## src/rtl/down_counter_timer.sv

```systemverilog
// Programmable down-counter/timer with one-shot and auto-reload modes.
// Counts a loaded value down to zero, then pulses tc and either reloads or flags done.
module down_counter_timer #(
  parameter int WIDTH = 4
) (
  input  logic             clk,
  input  logic             reset,
  input  logic             load,
  input  logic [WIDTH-1:0] load_value,
  input  logic             start,
  input  logic             stop,
  input  logic             auto_reload,
  output logic [WIDTH-1:0] count,
  output logic             busy,
  output logic             tc,
  output logic             done
);

  typedef enum logic [1:0] {
    IDLE,
    RUN,
    DONE
  } state_t;

  state_t           state;
  logic [WIDTH-1:0] reload_reg;

  // Priority is reset > load > stop > start; every output is registered here.
  always_ff @(posedge clk) begin
    if (reset) begin
      state      <= IDLE;
      count      <= '0;
      reload_reg <= '0;
      busy       <= 1'b0;
      tc         <= 1'b0;
      done       <= 1'b0;
    end else if (load) begin
      state      <= IDLE;
      count      <= load_value;
      reload_reg <= load_value;
      busy       <= 1'b0;
      tc         <= 1'b0;
      done       <= 1'b0;
    end else begin
      case (state)
        IDLE: begin
          tc <= 1'b0;
          if (start && !stop && (count != '0)) begin
            state <= RUN;
            busy  <= 1'b1;
          end
        end
        RUN: begin
          if (stop) begin
            state <= IDLE;
            busy  <= 1'b0;
            tc    <= 1'b0;
          end else if (count == '0) begin
            // The tc cycle: the only point where auto_reload matters.
            tc <= 1'b0;
            if (auto_reload && (reload_reg != '0)) begin
              count <= reload_reg;
            end else begin
              state <= DONE;
              busy  <= 1'b0;
              done  <= 1'b1;
            end
          end else begin
            count <= count - 1'b1;
            tc    <= (count == WIDTH'(1));
          end
        end
        DONE: begin
          tc <= 1'b0;
        end
        default: begin
          state <= IDLE;
          busy  <= 1'b0;
          tc    <= 1'b0;
        end
      endcase
    end
  end

endmodule

```

## config.mk

```make
export PLATFORM = sky130hd
export DESIGN_NAME = down_counter_timer
export DESIGN_NICKNAME = d
export VERILOG_FILES = /design/src/rtl/down_counter_timer.sv
export SDC_FILE = /design/constraint.sdc
export NUM_CORES = 1
export LEC_CHECK = 0
export CAP_MARGIN = 20
export CORE_MARGIN = 8
export CORE_UTILIZATION = 41
export CTS_CLUSTER_SIZE = 12
export DETAILED_ROUTE_END_ITERATION = 7
export PLACE_DENSITY = 0.7
export SYNTH_ARGS = -nofsm -noshare
export SYNTH_HDL_FRONTEND = slang
export SYNTH_SLANG_ARGS = --single-unit
```

## constraint.sdc

```tcl
create_clock -name clk -period 1.6 [get_ports clk]
set_clock_uncertainty 0.2 [all_clocks]
set_input_delay 0.4 -clock clk [delete_from_list [all_inputs] [get_ports clk]]
set_output_delay 0.4 -clock clk [all_outputs]
set_load 0.005 [all_outputs]
```

==> results by group <==
Setup path
  • Worst r2r src: state[0]$_SDFFE_PP0P_
  • Worst Setup Start Kind: input pin
  • Arrival @ worst endpoint: 1630 ps
  • Setup crit start: stop
  • CP Capture Point: count[0]$_SDFFE_PP0P_
  • Critical Path Sink Type: flip-flop
  • Worst-path fanout max: 8
  • Slowest cell on the critical path: or3b_4
  • Worst path required time: around 1600 ps
  • Internal reg-to-reg setup slack: -40 ps
  • Crit Path Class: in2reg
  • Worst-path cell chain: clkdlybuf4s15_1 -> or3b_4 -> a22oi_4 -> nor2_2 -> a311oi_1
  • R2R depth: 4
  • CP max stage delay: ~420 ps
  • Reg2Reg Capture Point: count[0]$_SDFFE_PP0P_

STA
  • Hold slack: slightly below 200 ps
  • Final Cycle Share: 103%
  • Final slew viol count: 0
  • Count of final hold-check violations: 0
  • Minimum clock period: 1640 ps
  • Setup ws final: -44.7 ps
  • # setup viols final: 4
  • Max_slew headroom: approximately 74%
  • Maximum clock frequency: slightly above 600 MHz
  • Worst slew pin tran: roughly 380 ps
  • RSZ-0062 raised after global routing: yes

Layout
  • Area Overhead vs Synth: 73.5%
  • Register Area: about 250 um^2
  • Design Area, Final: 1080 um^2
  • Area of the multi-input gates: roughly 430 um^2
  • Final #Nets: between 100 and 150
  • Filler Cell Count: 112
  • Share of cells above drive strength 1: approximately 47%
  • Finished Layout Cells: 127
  • # diodes: 0

Yosys
  • Post-synth cell types: 29
  • Flops & latches, synth: 12
  • Net count after synthesis: 82
  • Synth Instances: 70
  • Syn avg cell area: 8.92 um^2
  • Yosys warnings: 0
  • Seq/Total Area, Yosys: 38.5%
  • Post-Syn Area: 624 um^2

Status
  • Failing checks: setup timing
  • Outcome: complete, but fails checks

Route
  • Drt first pass iters: 4
  • Vias/cell: roughly 5.2
  • Vias: roughly 670
  • Final WL: around 1.8 mm
  • DR iter-0 viols: 8
  • Final antenna-violating net count: 0
  • DRC Markers: 0
  • WL/cell: approximately 14 um

Global routing
  • Initial antenna violation count: 0
  • Gr ovfl total: 0
  • Vias in the first global route: ~700
  • Gr usage total: a little over an eighth
  • Largest net degree at the start of global routing: 9
  • First-pass GRT wire length: about 2.9 mm

Placement
  • Dpl hpwl: ~1.3 mm
  • Routability cong.: ~0.8
  • Placed insts: 118
  • Area after DPL: ~960 um^2
  • Port Buffers: 16

Clock tree
  • Root buf cell: clkbuf_4
  • # hold bufs at CTS: 0
  • Clock transition at the registers of the reported paths: 80 ps
  • CTS Buf Count: 3
  • CTS H-tree lvls: 1
  • Clk buf depth: 2
  • Worst skew pair latency: 280 ps
  • CTS tree: yes
  • Clock net sink count: 12

Die
  • DIE AREA: slightly above 3000 um^2
  • I/O pin cnt: 17
  • Die Y-Extent: approximately 55 um
  • Num rows: 14
  • Core ar.: roughly 1500 um^2
  • Die X: roughly 55 um
  • Initial Util: between 40 and 50%

Power and ir drop
  • Part of the power in combinational logic: 35.3%
  • Switching Fraction: between 20% and 30%
  • NetSw: between 0.2 and 0.3 mW
  • Total power draw: around 0.91 mW
  • Internal: approximately 0.64 mW
  • Pwr dens: ~840 nW/um^2
  • Clk pwr share: between 20 and 30%
  • Sequential cell fraction of total power: ~37%
  • Peak VDD IR: ~470 uV
  • Leakage: about 0.47 nW

Run
  • Max Cap Viol: 0

Worst hold path
  • Worst hold-check path type: in2reg
-- how the worst min path moves through the flow --
stage / from / slack [ps] / depth (start not counted) / endpoint
6_report: stop / 200 / 2 / state[0]$_SDFFE_PP0P_
5_1_grt: stop / 200 / 2 / state[0]$_SDFFE_PP0P_
4_1_cts: stop / 200 / 2 / state[0]$_SDFFE_PP0P_
3_5_place_dp: done$_SDFFE_PP0P_ / 250 / 1 / done$_SDFFE_PP0P_
3_3_place_gp: done$_SDFFE_PP0P_ / 250 / 1 / done$_SDFFE_PP0P_
2_1_floorplan: state[1]$_SDFFE_PP0P_ / 220 / 1 / state[0]$_SDFFE_PP0P_
-- through the flow --
stage / setup TNS, ps / worst slack, ps / utilization (%)
CTS: -198 / -58.0 / 71.5
global route: -539 / -131 / 73.6
global placement: -3210 / -478 / 65.1
detailed placement: -3570 / -558 / 65.1
finish: -147 / -44.7 / 73.6
floorplan: -174 / -60.3 / -
-- kinds of logic after synthesis --
| logic type | after synthesis | share of synthesized area, % |
|---|---|---|
| fa+ha+maj | 2 | 4.01 |
| simple gates | 30 | 27.1 |
| mux | 1 | 1.60 |
| buf+inv | 7 | 4.61 |
| flops | 12 | 38.5 |
| compound gates | 18 | 24.2 |
-- placed cells by master, fill, tap and decap left out, types with 2 or more instances in the layout --
master           synthesis  routed
a21oi_1                  4       3
a311oi_1                 4       4
buf_4                    0      24
clkbuf_4                 0       3
clkdlybuf4s15_1          0       4
clkdlybuf4s50_1          0       7
dfxtp_1                 12       7
dfxtp_2                  0       4
dlygate4sd2_1            0       5
inv_2                    1       3
nand2_1                  8       8
nand2b_1                 3       2
nor2_1                   8       5
nor2_2                   0       2
o211ai_1                 3       3
o21a_1                   2       2
or3b_4                   1       2
-- cells in the mapped netlist --
cell type	instances	share of area, %
o21a_1	2	2.4
or3_1	1	1.0
nor4_1	1	1.0
ha_1	2	4.0
and2b_2	1	1.4
or2_2	1	1.0
nor3b_1	1	1.2
o41ai_2	1	2.6
inv_2	1	0.60
inv_1	3	1.8
nand2_1	8	4.8
a22oi_4	1	3.4
buf_2	2	1.6
mux2i_1	1	1.6
nor4b_2	1	2.4
a311oi_1	4	5.6
or3b_1	1	1.4
a31oi_1	1	1.0
dfxtp_1	12	38
nor2_1	8	4.8
clkbuf_1	1	0.60
a22oi_1	1	1.2
a21o_1	1	1.2
or4b_1	1	1.6
nor3_1	2	1.6
a21oi_1	4	3.2
o211ai_1	3	3.6
nand2b_1	3	3.0
or3b_4	1	1.8
-- power groups by stage --
stage | sequential (mW) | combinational [mW] | clock (mW)
final | 0.337 | 0.320 | 0.249
after global routing | 0.339 | 0.349 | 0.271
after CTS | 0.337 | 0.300 | 0.251
after detailed placement | 0.342 | 0.269 | 0
after global placement | 0.341 | 0.262 | 0
after floorplan | 0.349 | 0.138 | 0
-- routing by layer --
layer  part of all wire, %  track usage (%)
met1                    42             13.4
met3                   5.1             4.01
met4                   1.8             8.40
met2                    51             24.2
met5                     0                0
-- area by class of cell --
cell class | instances | area share (%)
Timing Repair Buffer | 40 | 30.8
Clock buffer | 4 | 3.35
Multi-Input combinational cell | 51 | 39.6
Sequential cell | 12 | 23.0
Tap cell | 16 | 1.85
Inverter | 4 | 1.39
-- worst max-delay path: cells and delay by family --
family          cells  cell delay [ps]
simple gates        2              500
compound gates      2              550
buf+inv             1              180
-- repair_timing --
action,4_1_cts,5_1_grt
pin swaps,4,6
gates resized for setup,21,6
setup endpoints to repair,14,9
setup buffers,3,2
No activity file was read; power rests on OpenSTA's default activity.
